## src/rtl/mode_set_ctrl.sv

```systemverilog
// Front-panel controller: button debounce, mode sequencing,
// and the time edit session with auto-repeat and timeout.
module mode_set_ctrl #(
  parameter int DEB_TICKS    = 5,
  parameter int REP_DELAY    = 500,
  parameter int REP_RATE     = 100,
  parameter int EDIT_TIMEOUT = 10000
) (
  input  logic       clk,
  input  logic       rst_n,
  input  logic       tick_1k,
  input  logic       up,
  input  logic       down,
  input  logic       left,
  input  logic       right,
  input  logic       middle,
  input  logic [4:0] cur_hour,
  input  logic [5:0] cur_min,
  input  logic [5:0] cur_sec,
  output logic [5:0] mode,
  output logic [1:0] field,
  output logic       set_load,
  output logic [4:0] set_hour,
  output logic [5:0] set_min,
  output logic [5:0] set_sec,
  output logic [2:0] blink_mask
);

  localparam int DW   = $clog2(DEB_TICKS + 1);
  localparam int RMAX = (REP_DELAY > REP_RATE) ? REP_DELAY : REP_RATE;
  localparam int RW   = $clog2(RMAX + 1);
  localparam int TW   = $clog2(EDIT_TIMEOUT + 1);

  localparam logic [5:0] M_RUN   = 6'd1;
  localparam logic [5:0] M_EDIT  = 6'd2;
  localparam logic [5:0] M_ALARM = 6'd3;

  typedef enum logic [1:0] {
    S_RUN,
    S_EDIT,
    S_ALARM
  } state_t;

  // Button index: 0=down 1=up 2=right 3=left 4=middle
  logic [4:0]    raw;
  logic [4:0]    s1;
  logic [4:0]    s2;
  logic [4:0]    deb;
  logic [4:0]    press;
  logic [4:0]    win;
  logic [DW-1:0] cnt [5];

  state_t        state;
  logic [TW-1:0] to_cnt;
  logic [RW-1:0] rep_cnt;
  logic [RW-1:0] rep_tgt;
  logic          rep_act;
  logic          rep_dn;
  logic          rep_first;
  logic          rep_lvl;
  logic          rep_fire;
  logic          dir_dn;
  logic [1:0]    fld_l;
  logic [1:0]    fld_r;
  logic [4:0]    adj_h;
  logic [5:0]    adj_m;
  logic [5:0]    adj_s;

  assign raw = {middle, left, right, up, down};

  function automatic logic [5:0] inc_w(input logic [5:0] v,
                                       input logic [5:0] mx);
    return (v >= mx) ? 6'd0 : v + 6'd1;
  endfunction

  function automatic logic [5:0] dec_w(input logic [5:0] v,
                                       input logic [5:0] mx);
    return (v == 6'd0 || v > mx) ? mx : v - 6'd1;
  endfunction

  // Two-flop synchroniser for the raw button levels
  always_ff @(posedge clk or negedge rst_n) begin
    if (!rst_n) begin
      s1 <= '0;
      s2 <= '0;
    end else begin
      s1 <= raw;
      s2 <= s1;
    end
  end

  // Per-button debounce; one-clk press pulse on accepted 0->1
  always_ff @(posedge clk or negedge rst_n) begin
    if (!rst_n) begin
      deb   <= '0;
      press <= '0;
      for (int i = 0; i < 5; i++) cnt[i] <= '0;
    end else begin
      press <= '0;
      if (tick_1k) begin
        for (int i = 0; i < 5; i++) begin
          if (s2[i] != deb[i]) begin
            if (cnt[i] == DW'(DEB_TICKS - 1)) begin
              deb[i]   <= s2[i];
              press[i] <= s2[i];
              cnt[i]   <= '0;
            end else begin
              cnt[i] <= cnt[i] + 1'b1;
            end
          end else begin
            cnt[i] <= '0;
          end
        end
      end
    end
  end

  // Fixed-priority pick of one press; losers are dropped
  always_comb begin
    win = '0;
    if (press[4])      win[4] = 1'b1;
    else if (press[3]) win[3] = 1'b1;
    else if (press[2]) win[2] = 1'b1;
    else if (press[1]) win[1] = 1'b1;
    else if (press[0]) win[0] = 1'b1;
  end

  // Repeat timing, field stepping and wrapped shadow adjust
  always_comb begin
    rep_lvl  = rep_dn ? deb[0] : deb[1];
    rep_tgt  = rep_first ? RW'(REP_DELAY - 1) : RW'(REP_RATE - 1);
    rep_fire = (state == S_EDIT) && rep_act && tick_1k &&
               rep_lvl && (rep_cnt == rep_tgt);
    dir_dn   = win[0] | (~win[1] & rep_dn);
    fld_l    = (field == 2'd2) ? 2'd0 : field + 2'd1;
    fld_r    = (field == 2'd0) ? 2'd2 : field - 2'd1;
    adj_h    = set_hour;
    adj_m    = set_min;
    adj_s    = set_sec;
    case (field)
      2'd0: adj_s = dir_dn ? dec_w(set_sec, 6'd59)
                           : inc_w(set_sec, 6'd59);
      2'd1: adj_m = dir_dn ? dec_w(set_min, 6'd59)
                           : inc_w(set_min, 6'd59);
      2'd2: adj_h = dir_dn ? 5'(dec_w({1'b0, set_hour}, 6'd23))
                           : 5'(inc_w({1'b0, set_hour}, 6'd23));
      default: ;
    endcase
  end

  // Mode FSM with edit session, repeat and timeout
  always_ff @(posedge clk or negedge rst_n) begin
    if (!rst_n) begin
      state      <= S_RUN;
      mode       <= M_RUN;
      field      <= 2'd0;
      set_load   <= 1'b0;
      set_hour   <= '0;
      set_min    <= '0;
      set_sec    <= '0;
      blink_mask <= '0;
      to_cnt     <= '0;
      rep_cnt    <= '0;
      rep_act    <= 1'b0;
      rep_dn     <= 1'b0;
      rep_first  <= 1'b0;
    end else begin
      set_load <= 1'b0;
      case (state)
        S_RUN: begin
          if (win[4]) begin
            state      <= S_EDIT;
            mode       <= M_EDIT;
            set_hour   <= cur_hour;
            set_min    <= cur_min;
            set_sec    <= cur_sec;
            field      <= 2'd0;
            blink_mask <= 3'b001;
            to_cnt     <= '0;
            rep_act    <= 1'b0;
          end else if (win[3]) begin
            state <= S_ALARM;
            mode  <= M_ALARM;
          end
        end
        S_ALARM: begin
          if (win[4] || win[3]) begin
            state <= S_RUN;
            mode  <= M_RUN;
          end
        end
        S_EDIT: begin
          if (win[4]) begin
            state      <= S_RUN;
            mode       <= M_RUN;
            set_load   <= 1'b1;
            field      <= 2'd0;
            blink_mask <= '0;
            rep_act    <= 1'b0;
          end else if (!(|win) && !rep_fire && tick_1k &&
                       to_cnt == TW'(EDIT_TIMEOUT - 1)) begin
            state      <= S_RUN;
            mode       <= M_RUN;
            field      <= 2'd0;
            blink_mask <= '0;
            rep_act    <= 1'b0;
          end else begin
            if ((|win) || rep_fire) to_cnt <= '0;
            else if (tick_1k)       to_cnt <= to_cnt + 1'b1;
            if (win[3]) begin
              field      <= fld_l;
              blink_mask <= 3'b001 << fld_l;
              rep_act    <= 1'b0;
            end else if (win[2]) begin
              field      <= fld_r;
              blink_mask <= 3'b001 << fld_r;
              rep_act    <= 1'b0;
            end else if (win[1] || win[0]) begin
              set_hour  <= adj_h;
              set_min   <= adj_m;
              set_sec   <= adj_s;
              rep_act   <= 1'b1;
              rep_dn    <= win[0];
              rep_first <= 1'b1;
              rep_cnt   <= '0;
            end else if (rep_act && tick_1k) begin
              if (!rep_lvl) begin
                rep_act <= 1'b0;
              end else if (rep_fire) begin
                set_hour  <= adj_h;
                set_min   <= adj_m;
                set_sec   <= adj_s;
                rep_cnt   <= '0;
                rep_first <= 1'b0;
              end else begin
                rep_cnt <= rep_cnt + 1'b1;
              end
            end
          end
        end
        default: begin
          state <= S_RUN;
          mode  <= M_RUN;
        end
      endcase
    end
  end

endmodule

```

## config.mk

```make
export PLATFORM = sky130hd
export DESIGN_NAME = mode_set_ctrl
export DESIGN_NICKNAME = d
export VERILOG_FILES = /design/src/rtl/mode_set_ctrl.sv
export SDC_FILE = /design/constraint.sdc
export NUM_CORES = 1
export LEC_CHECK = 0
export CORE_MARGIN = 4
export CORE_UTILIZATION = 39
export DETAILED_ROUTE_END_ITERATION = 10
export SLEW_MARGIN = 20
export SYNTH_ARGS = -nofsm -noshare
export SYNTH_HDL_FRONTEND = slang
export SYNTH_SLANG_ARGS = --single-unit
```

## constraint.sdc

```tcl
create_clock -name clk -period 2.58 [get_ports clk]
set_clock_uncertainty 0.05 [all_clocks]
set_input_delay 0.516 -clock clk [delete_from_list [all_inputs] [get_ports clk]]
set_output_delay 0.516 -clock clk [all_outputs]
set_load 0.005 [all_outputs]
```

==> results.toml <==
[logic_synthesis]
seq_area_frac_synth_pct = 42.6
syn_avg_cell_area_um2 = 8.95
ys_ff_latch = 88
synth_common_cells = "87 x sky130_fd_sc_hd__dfrtp_1, 49 x sky130_fd_sc_hd__nand2_1, 49 x sky130_fd_sc_hd__o21ai_0"
yosys_warnings = 0
syn-cell-area_um2 = 5170
async_flop_share_pct = 100
share_of_the_synthesized_area_in_the_top_cell_type_pct = 42.1
synthFlopType = "sky130_fd_sc_hd__dfrtp_1"
postSynthCellCount = 577
synth-edff-count = 0
yosysMostFrequentCell = "sky130_fd_sc_hd__dfrtp_1"
main_area_contributors_after_synthesis = "sky130_fd_sc_hd__dfrtp_1 42%, sky130_fd_sc_hd__ha_1 6.3%, sky130_fd_sc_hd__o21ai_0 4.7%"
netlist-cell-type-count = 70
netlist.top_cell.by_area = "sky130_fd_sc_hd__dfrtp_1"

[clock_network]
cts_htree_levels = 3
worst_skew_pair.late_latency_ps = 350
cts-root-buf = "sky130_fd_sc_hd__clkbuf_16"
clk_transition_reported_paths_ps = 70
total_cts_buffers = 9
cts_num_sinks = 88
cts-root-to-sink-buffers = 2
post_cts_hold_buffer_count = 0
clock_tree_from_tritoncts = "built"

[critical_path]
worst_setup_path_start_kind = "flop"
cp-end-kind = "flop"
worst_path_largest_cell_delay_ps = 570
cp_top_family = "simple AND/OR/NAND/NOR gates"
crit_path_cell_trace = "or4_1, or4_4, or2_4, nor2_2, o21ai_2, mux2_4"
worstPathArrival_ps = 2640
worst-setup-path-type = "flop to flop"
critical_path.max_fanout = 5
critPathSlowestCell = "sky130_fd_sc_hd__or4_4"
cp_data_required_time_ps = 2760
cp.buffers_inverters = 0

[place]
place.detailed.instances = 803
globalplace.congestion = 0.892
detailed_place.area_um2 = 6020
dp_hpwl_um = 8600
portBuffers = 49
place_ws_ps = -398

[sta]
timing_worst_slew_pin_value_ps = 638
hold_viol = 0
number_of_slew_limit_violations_in_the_final_report = 0
post-route-period-util_pct = 95.2
achievable_freq_mhz = 407
final.setup.worst_slack_ps = 124
report.final.setup_viol = 0
max-slew-margin-rel_pct = 57.0
rsz_0062_raised_after_global_routing = "no"
fin_crit_ps = 2460

[layout]
insertedDiodeCount = 0
fraction_of_final_layout_cells_with_drive_strength_greater_than_1_pct = 11.6
final_cells = 821
layout.cell_area.non_filler_um2 = 6360
finish.net_count = 695
area.growth.synth_to_final_pct = 23.2

[route]
drtAntennaViolNets = 0
drt_first_pass_iters = 4
via_count = 4497
post-route-drc-count = 0
vias_per_cell = 5.48
initial_detailed_routing_violation_count = 199
routed_wire_length_per_instance_um = 14.7
routed_wirelength_um = 12100

[floorplan]
floorplan.io_pins = 54
fp.dieH_um = 123
die_width_um = 123
core_region_area_um2 = 12800
design.die.area_um2 = 15200
rows = 41
initial_core_util_pct = 40.4

[global_route]
first_global_vias = 4258
antenna_found_initial = 0
grt_usage_pct = 16.7
overflow = 0
grt_pass1_wl_um = 20200
grt_max_degree = 46

[hold_path]
holdCritPathClass = "primary input to asynchronous set/reset pin"

[run_status]
status = "complete, no violations"

[power_and_ir_drop]
total_leakage_power_nw = 2.72
max-vdd-ir-drop_v = 0.000615
power_density_over_the_cells_nw_per_um2 = 882

[run]
drv.max_cap_violation_count = 0
timing repair:
action | 4_1_cts | 5_1_grt
gates resized for setup | 2 | 7
endpoints found under the setup margin | 8 | 27
cloned | 0 | 2
pin swaps | 0 | 2
setup buffers | 0 | 0
layer usage:
metal | share of wire, % | wire length (um) | vias up | GRT usage [%]
met2 | 48 | 5850 | 88 | 27.3
met1 | 46 | 5510 | 2187 | 21.7
li1 | - | - | 2205 | -
met5 | 0 | 0 | - | 0
met3 | 4.3 | 524 | 17 | 3.52
met4 | 1.9 | 225 | 0 | 6.30
cell usage in the layout (no fill, tap or decap), drive strengths merged, types with 4 or more instances in the layout:
cell / Yosys / final
or2: 5 / 5
clkdlybuf4s50: 0 / 47
dfrtp: 87 / 87
a21oi: 26 / 26
and3: 8 / 8
buf: 8 / 35
nor2: 48 / 48
inv: 34 / 36
clkbuf: 23 / 10
nor3b: 6 / 6
nand4: 10 / 10
o211ai: 4 / 4
a31oi: 13 / 13
mux2: 6 / 6
nand2b: 8 / 8
or4: 4 / 4
o21ai: 56 / 56
nor3: 15 / 15
ha: 26 / 26
o31ai: 10 / 10
xor2: 7 / 7
xnor2: 17 / 17
nor4: 8 / 8
nand3: 34 / 34
conb: 1 / 4
o2bb2ai: 4 / 4
clkinv: 0 / 5
o22ai: 6 / 6
nand2: 49 / 49
final cells by class:
cell class	count	area [um^2]
Sequential cell	88	2200
Clock buffer	9	225
Multi-Input combinational cell	427	2730
Timing Repair Buffer	84	810
Clock inverter	7	56.3
Inverter	34	128
Fill cell	1208	6410
Tap cell	172	215
cell families after synthesis:
family	synth area share [%]
simple gates	20.9
compound gates	18.6
flops	42.6
buf+inv	5.23
fa+ha+maj	6.49
xor+xnor	4.07
mux	1.96
other cells	0.0726
metrics by stage:
stage                     hold WS (ps)  TNS, ps  power [W]  util (%)
after detailed placement           285   -15140    0.00438      47.1
after floorplan                    170        0    0.00354         -
after global routing              27.5        0    0.00608      49.8
after CTS                         18.0        0    0.00564      49.4
final                             17.7        0    0.00561      49.8
after global placement             283   -13670    0.00430      47.1
path summary, 6_finish.rpt:
check / from / cells past startpoint / slack, ps / to
max: to_cnt[7] / 6 / 120 / blink_mask[0]
min: rst_n / 1 / 20 / set_hour[3]
max reg2reg: to_cnt[7] / 6 / 120 / blink_mask[0]
min reg2reg: s1[2] / 0 / 300 / s2[2]
max in group asynchronous: rst_n / 2 / 1840 / to_cnt[13]
min in group clk: s1[2] / 0 / 300 / s2[2]
worst register-to-register path, cell delays in order (launching register included):
cell,delay [ps]
sky130_fd_sc_hd__dfrtp_1,400
sky130_fd_sc_hd__or4_1,530
sky130_fd_sc_hd__or4_4,570
sky130_fd_sc_hd__or2_4,270
sky130_fd_sc_hd__nor2_2,110
sky130_fd_sc_hd__o21ai_2,110
sky130_fd_sc_hd__mux2_4,310
state kept, by name (all words and copies together), names as in the netlist, 3 cells and up:
register and flops:
s2 5, press 5, blink_mask 3, to_cnt 14, deb 5, cnt 15
set_sec 6, s1 5, set_hour 5, set_min 6, rep_cnt 9
where the power goes:
part	internal (W)	switching [W]	total [W]
sequential	0.00167	0.000349	0.00202
combinational	0.00109	0.00126	0.00235
clock	0.000664	0.000575	0.00124
Note: power is estimated with default switching activity, not from simulation.
